--- src/rtl/led_seq_pkg.sv ---
`default_nettype none
// ============================================================================
//  Module      : led_seq_pkg
//  Description : Shared mode encodings, sequencer state type and LEN clamp
//                helper for the LED pattern sequencer.
//  Revision    : 1.0  initial release
// ============================================================================
package led_seq_pkg;

    localparam logic [1:0] MODE_LOOP     = 2'd0;
    localparam logic [1:0] MODE_ONESHOT  = 2'd1;
    localparam logic [1:0] MODE_PINGPONG = 2'd2;

    // ST_STOPPED is the only non-busy state; direction lives in UP/DOWN.
    typedef enum logic [1:0] {
        ST_UP      = 2'd0,
        ST_DOWN    = 2'd1,
        ST_STOPPED = 2'd2
    } seq_state_t;

    function automatic int unsigned clamp_len(input int unsigned len,
                                              input int unsigned last);
        return (len > last) ? last : len;
    endfunction

endpackage
`default_nettype wire

--- src/rtl/led_pattern_seq_if.sv ---
`default_nettype none
// ============================================================================
//  Module      : led_pattern_seq_if
//  Description : Control / status bundle between a control source and the
//                LED pattern sequencer.
//  Revision    : 1.0  initial release
// ============================================================================
interface led_pattern_seq_if #(
    parameter int CH    = 3,
    parameter int DEPTH = 8,
    parameter int PW    = 24
);
    localparam int c_aw = $clog2(DEPTH);

    logic              i_en;
    logic [1:0]        i_mode;
    logic [c_aw-1:0]   i_len;
    logic [PW-1:0]     i_div;
    logic              i_restart;
    logic              i_wr_en;
    logic [c_aw-1:0]   i_wr_addr;
    logic [CH-1:0]     i_wr_data;
    logic [CH-1:0]     o_led;
    logic [c_aw-1:0]   o_step;
    logic              o_busy;
    logic              o_done;

    modport master (
        output i_en, i_mode, i_len, i_div, i_restart,
        output i_wr_en, i_wr_addr, i_wr_data,
        input  o_led, o_step, o_busy, o_done
    );

    modport slave (
        input  i_en, i_mode, i_len, i_div, i_restart,
        input  i_wr_en, i_wr_addr, i_wr_data,
        output o_led, o_step, o_busy, o_done
    );

endinterface
`default_nettype wire

--- src/rtl/led_tick_gen.sv ---
`default_nettype none
// ============================================================================
//  Module      : led_tick_gen
//  Description : Programmable prescaler; one-cycle tick every DIV+1 enabled
//                cycles, synchronous clear.
//  Revision    : 1.0  initial release
// ============================================================================
module led_tick_gen #(
    parameter int PW = 24
) (
    input  wire logic          clk,
    input  wire logic          rst_n,
    input  wire logic          i_en,
    input  wire logic          i_clear,
    input  wire logic [PW-1:0] i_div,
    output logic               o_tick
);

    logic [PW-1:0] r_cnt;
    logic          w_hit;

    // Equality only: if DIV drops below the count, it wraps through max.
    assign w_hit  = (r_cnt == i_div);
    assign o_tick = i_en & ~i_clear & w_hit;

    always_ff @(posedge clk or negedge rst_n) begin
        if (!rst_n) begin
            r_cnt <= '0;
        end else if (i_clear) begin
            r_cnt <= '0;
        end else if (i_en) begin
            r_cnt <= w_hit ? '0 : r_cnt + 1'b1;
        end
    end

endmodule
`default_nettype wire

--- src/rtl/led_pattern_seq.sv ---
`default_nettype none
// ============================================================================
//  Module      : led_pattern_seq
//  Description : Steps through a writable CH-bit pattern table at a
//                programmable rate in loop, one-shot or ping-pong mode.
//  Revision    : 1.0  initial release
// ============================================================================
module led_pattern_seq
    import led_seq_pkg::*;
#(
    parameter int CH         = 3,
    parameter int DEPTH      = 8,
    parameter int PW         = 24,
    parameter int ACTIVE_LOW = 1
) (
    input  wire logic         clk,
    input  wire logic         rst_n,
    led_pattern_seq_if.slave  io_bus
);

    localparam int            c_aw  = $clog2(DEPTH);
    localparam logic [CH-1:0] c_off = (ACTIVE_LOW != 0) ? {CH{1'b1}} : {CH{1'b0}};

    logic [CH-1:0]   r_table [DEPTH];
    logic [c_aw-1:0] r_idx;
    seq_state_t      r_state;
    logic            r_done;
    logic [CH-1:0]   r_led;

    logic [c_aw-1:0] w_idx_nxt;
    seq_state_t      w_state_nxt;
    logic            w_done_nxt;
    logic            w_busy;
    logic            w_tick;
    logic [1:0]      w_mode;
    logic [c_aw-1:0] w_last;
    logic            w_end;

    assign w_busy = (r_state != ST_STOPPED);
    assign w_mode = (io_bus.i_mode == 2'd3) ? MODE_LOOP : io_bus.i_mode;
    assign w_last = c_aw'(clamp_len(32'(io_bus.i_len), 32'(DEPTH - 1)));
    // >= rather than == so a LEN lowered below idx still ends the pass.
    assign w_end  = (r_idx >= w_last);

    led_tick_gen #(
        .PW (PW)
    ) u_tick (
        .clk     (clk),
        .rst_n   (rst_n),
        .i_en    (io_bus.i_en & w_busy),
        .i_clear (io_bus.i_restart),
        .i_div   (io_bus.i_div),
        .o_tick  (w_tick)
    );

    always_comb begin
        w_state_nxt = r_state;
        w_idx_nxt   = r_idx;
        w_done_nxt  = 1'b0;
        if (io_bus.i_restart) begin
            w_idx_nxt   = '0;
            w_state_nxt = ST_UP;
        end else begin
            if (r_state == ST_DOWN && w_mode != MODE_PINGPONG) begin
                w_state_nxt = ST_UP;
            end
            if (r_state == ST_STOPPED && w_mode != MODE_ONESHOT) begin
                w_state_nxt = ST_UP;
            end
            if (w_tick) begin
                case (w_mode)
                    MODE_ONESHOT: begin
                        if (w_end) begin
                            w_state_nxt = ST_STOPPED;
                            w_done_nxt  = 1'b1;
                        end else begin
                            w_idx_nxt = r_idx + 1'b1;
                        end
                    end
                    MODE_PINGPONG: begin
                        if (w_last == '0) begin
                            w_idx_nxt   = '0;
                            w_state_nxt = ST_UP;
                        end else if (r_state == ST_DOWN) begin
                            if (r_idx == '0) begin
                                w_idx_nxt   = c_aw'(1);
                                w_state_nxt = ST_UP;
                            end else begin
                                w_idx_nxt = r_idx - 1'b1;
                            end
                        end else if (w_end) begin
                            w_idx_nxt   = r_idx - 1'b1;
                            w_state_nxt = ST_DOWN;
                        end else begin
                            w_idx_nxt = r_idx + 1'b1;
                        end
                    end
                    default: begin
                        w_idx_nxt = w_end ? '0 : r_idx + 1'b1;
                    end
                endcase
            end
        end
    end

    always_ff @(posedge clk or negedge rst_n) begin
        if (!rst_n) begin
            r_state <= ST_UP;
            r_idx   <= '0;
            r_done  <= 1'b0;
            r_led   <= c_off;
        end else begin
            r_state <= w_state_nxt;
            r_idx   <= w_idx_nxt;
            r_done  <= w_done_nxt;
            r_led   <= r_table[r_idx] ^ c_off;
        end
    end

    always_ff @(posedge clk or negedge rst_n) begin
        if (!rst_n) begin
            for (int i = 0; i < DEPTH; i++) begin
                r_table[i] <= '0;
            end
        end else if (io_bus.i_wr_en) begin
            r_table[io_bus.i_wr_addr] <= io_bus.i_wr_data;
        end
    end

    assign io_bus.o_led  = r_led;
    assign io_bus.o_step = r_idx;
    assign io_bus.o_busy = w_busy;
    assign io_bus.o_done = r_done;

endmodule
`default_nettype wire
--- src/flat_wrapper.sv ---
// flat-port wrapper written by rule: the top's interface ports become plain ports
module led_pattern_seq_flat import led_seq_pkg::*;
#(
    parameter int CH         = 3,
    parameter int DEPTH      = 8,
    parameter int PW         = 24,
    parameter int ACTIVE_LOW = 1
)
  (clk, rst_n, io_bus_i_en, io_bus_i_mode, io_bus_i_len, io_bus_i_div, io_bus_i_restart, io_bus_i_wr_en, io_bus_i_wr_addr, io_bus_i_wr_data, io_bus_o_led, io_bus_o_step, io_bus_o_busy, io_bus_o_done);
  led_pattern_seq_if #(.CH(CH), .DEPTH(DEPTH), .PW(PW)) io_bus_i ();
  input  wire logic clk;
  input  wire logic rst_n;
  input wire logic [$bits(io_bus_i.i_en)-1:0] io_bus_i_en;
  input wire logic [$bits(io_bus_i.i_mode)-1:0] io_bus_i_mode;
  input wire logic [$bits(io_bus_i.i_len)-1:0] io_bus_i_len;
  input wire logic [$bits(io_bus_i.i_div)-1:0] io_bus_i_div;
  input wire logic [$bits(io_bus_i.i_restart)-1:0] io_bus_i_restart;
  input wire logic [$bits(io_bus_i.i_wr_en)-1:0] io_bus_i_wr_en;
  input wire logic [$bits(io_bus_i.i_wr_addr)-1:0] io_bus_i_wr_addr;
  input wire logic [$bits(io_bus_i.i_wr_data)-1:0] io_bus_i_wr_data;
  output wire logic [$bits(io_bus_i.o_led)-1:0] io_bus_o_led;
  output wire logic [$bits(io_bus_i.o_step)-1:0] io_bus_o_step;
  output wire logic [$bits(io_bus_i.o_busy)-1:0] io_bus_o_busy;
  output wire logic [$bits(io_bus_i.o_done)-1:0] io_bus_o_done;
  assign io_bus_i.i_en = io_bus_i_en;
  assign io_bus_i.i_mode = io_bus_i_mode;
  assign io_bus_i.i_len = io_bus_i_len;
  assign io_bus_i.i_div = io_bus_i_div;
  assign io_bus_i.i_restart = io_bus_i_restart;
  assign io_bus_i.i_wr_en = io_bus_i_wr_en;
  assign io_bus_i.i_wr_addr = io_bus_i_wr_addr;
  assign io_bus_i.i_wr_data = io_bus_i_wr_data;
  assign io_bus_o_led = io_bus_i.o_led;
  assign io_bus_o_step = io_bus_i.o_step;
  assign io_bus_o_busy = io_bus_i.o_busy;
  assign io_bus_o_done = io_bus_i.o_done;
  led_pattern_seq #(.CH(CH), .DEPTH(DEPTH), .PW(PW), .ACTIVE_LOW(ACTIVE_LOW)) u_core (.clk(clk), .rst_n(rst_n), .io_bus(io_bus_i));
endmodule
--- config.mk ---
export PLATFORM = sky130hd
export DESIGN_NAME = led_pattern_seq_flat
export DESIGN_NICKNAME = d
export VERILOG_FILES = /design/src/rtl/led_seq_pkg.sv /design/src/rtl/led_pattern_seq_if.sv /design/src/rtl/led_tick_gen.sv /design/src/rtl/led_pattern_seq.sv /design/src/flat_wrapper.sv
export SDC_FILE = /design/constraint.sdc
export NUM_CORES = 1
export LEC_CHECK = 0
export ABC_AREA = 1
export CAP_MARGIN = 20
export CORE_MARGIN = 3
export CORE_UTILIZATION = 27
export CTS_BUF_LIST = sky130_fd_sc_hd__clkbuf_16
export CTS_CLUSTER_DIAMETER = 60
export DETAILED_ROUTE_END_ITERATION = 8
export PLACE_DENSITY = 0.56
export SYNTH_ARGS = -nofsm -noshare
export SYNTH_HDL_FRONTEND = slang
export SYNTH_SLANG_ARGS = --single-unit
--- constraint.sdc ---
create_clock -name clk -period 2.7 [get_ports clk]
set_input_delay 0.27 -clock clk [delete_from_list [all_inputs] [get_ports clk]]
set_output_delay 0.27 -clock clk [all_outputs]
set_load 0.02 [all_outputs]
==> flow_summary.ini <==
[timing]
period_share = 0.732
tightestPinTransition_ns = 0.774
finalHoldViolCount = 0
relSlewSlack = 0.484
setup_viol = 0
fin_crit_ns = 1.98
drv_slew = 0
rsz0062_at_grt = no
fin_skew_ns = 0.00532
fmax_ghz = 0.506
tns_ns = 0

[routing]
drc = 0
num_vias = 3837
avgRoutedWirePerCell_um = 12.9
initialDrtViolationCount = 298
wl_mm = 11.0
ant_nets = 0
vias_per_cell = 4.50
dr.pass1.iters = 5

[logic_synthesis]
syn_inst = 610
yosys_warnings = 0
synth.yosys.seq_area_share = 0.365
synth_cell_types = 27
synth_fp_nets = 659
avgSynthCellArea_um2 = 6.42
syn-cell-area_mm2 = 0.00392
synth-seq-cells = 57

[place]
port_buffers = 47
place_area_mm2 = 0.00463
hpwl_mm = 8.35
place_congestion = 0.841

[finish]
finish.instance_area_mm2 = 0.00493
diodes = 0
syn_to_final_growth_pct = 25.7
final_cell_mix = nand2_1 (234), inv_1 (93), nor2_1 (54), dfrtp_1 (54), clkdlybuf4s50_1 (46)
final_nets = 717
layout_commonest_cell = nand2_1
layout-drive-gt1-share = 0.0520

[grt]
grt_pass1_vias = 3765
antenna_found_initial = 0
grt_pass1_wl_mm = 18.5
grt_max_degree = 58
overflow = 0
groute.usage.overall = 0.143

[die]
dieArea_mm2 = 0.0160
die_h_um = 126
core-area_mm2 = 0.0140
start_util = 0.279
dieWidth_um = 126
ioPinCount = 48
rows = 43

[pwr]
p_leak_nw = 2.41
total_power_mw = 2.45
peakVddDrop_v = 0.000306
power.density_mw_per_mm2 = 497

[critical_path]
critical_path_required_ns = 2.97
endpoint_kind = flop
path_cells = ha_1 -> nand2_1 -> inv_1 -> o21ai_1 -> nand2_1 -> o21ai_0 -> nand2_1 -> a21oi_1 -> nand3_1 -> nand2_1
rrSetupSlack_ns = 0.72
r2r_cells = 10
critPathMaxFanout = 8
crit_arrival_ns = 2.24
path_class = flop to flop
crit_slowest_cell = dfrtp_1
rr_startpoint = u_core.io_bus.o_step[1]
r2r_end = u_core.io_bus.o_step[1]
critPathLaunchType = flop
crit_top_cell = nand2_1
max_stage_delay_ns = 0.50

[clocking]
cts_root_buf = clkbuf_16
htree_num_levels = 3
cts_tree = yes
cts_setup_buffers = 0
clk_pin_slew_ns = 0.05
cts_resized = 0
insertion_delay_ns = 0.33
holdBufCountCts = 0
cts_sinks = 57
clockBufferDepth = 2
cts_buffers = 9

[hold_path]
worstHoldPathType = input port to asynchronous set/reset pin

[run]
drv_cap = 0

[outcome]
outcome = finished, final reports clean
[cells in the mapped netlist, drive strengths merged]
cell type	number	share of area
nand4	4	0.0064
dfrtp	54	0.34
o22ai	17	0.027
clkinv	1	0.00096
nor3	9	0.013
dfstp	3	0.020
o211ai	3	0.0057
nand3	43	0.056
xnor2	6	0.013
a21oi	13	0.017
buf	5	0.0070
ha	9	0.029
clkbuf	3	0.0029
inv	96	0.092
o21ai	36	0.046
xor2	13	0.029
nor4	1	0.0016
nor2	57	0.058
nand2	234	0.22
a32oi	3	0.0067
[critical path: cells and delay by family, from the launching register on]
kind	cells	cell delay (ns)
AOI/OAI and AO/OA	3	0.54
adders and majority gates	1	0.34
buffers and inverters	1	0.03
DFF	1	0.50
and+or+nand+nor	5	0.50
[per-layer routing]
layer  wire, um  GRT usage  vias up  share of wire
met5          0          0        -              0
met4        200     0.0593        0          0.018
met3        417     0.0198       22          0.038
met2       4830      0.223       69           0.44
met1       5560      0.199     1717           0.51
li1           -          -     2029              -
[registers in the layout, indices dropped and copies added, names as in the netlist]
signal and count:
u_core.r_table 24, u_core.io_bus.o_led 3, u_core.io_bus.o_step 3, u_core.u_tick.r_cnt 24, u_core.r_state 2, u_core.io_bus.o_done 1
[area by class of cell]
type	count	area, um2
inverters	97	364
multi-input cells	448	2090
fillers	1497	9110
well taps	180	225
clock inverters	7	71.3
clock buffers	9	225
repair buffers	55	526
flip-flops and latches	57	1430
[logic make-up after synthesis]
family | Yosys count | synth area share
and+or+nand+nor | 348 | 0.359
adders and majority gates | 9 | 0.0287
AOI/OAI and AO/OA | 72 | 0.102
DFF | 57 | 0.365
buffers and inverters | 105 | 0.103
xor gates and xnor gates | 19 | 0.0425
[through the flow]
stage | worst slack [ns] | hold WS [ns] | instances | utilization
after floorplan | 0.436 | -0.0256 | 610 | -
after global placement | 0.525 | 0.464 | 837 | 0.330
after detailed placement | 0.486 | 0.474 | 837 | 0.330
after CTS | 0.723 | 0.136 | 853 | 0.351
after global routing | 0.484 | 0.178 | 853 | 0.351
final | 0.724 | 0.103 | 853 | 0.351
[report_power, final]
part	total, mW	internal, mW	leakage, nW	switching (mW)
sequential	0.980	0.940	0.750	0.0398
clock	1.13	0.711	0.139	0.417
combinational	0.339	0.149	1.52	0.191
total	2.45	1.80	2.41	0.647
[worst max-delay path by stage]
stage	from	endpoint	slack, ns	depth (start not counted)
floorplan	u_core.io_bus.o_step[0]	u_core.io_bus.o_step[1]	0.44	9
global placement	io_bus_i_len[2]	u_core.io_bus.o_step[1]	0.52	12
detailed placement	io_bus_i_len[2]	u_core.io_bus.o_step[1]	0.49	12
CTS	u_core.io_bus.o_step[1]	u_core.io_bus.o_step[1]	0.72	10
global route	u_core.u_tick.r_cnt[0]	u_core.u_tick.r_cnt[20]	0.48	9
finish	u_core.io_bus.o_step[1]	u_core.io_bus.o_step[1]	0.72	10
Note: power is estimated with default switching activity, not from simulation.
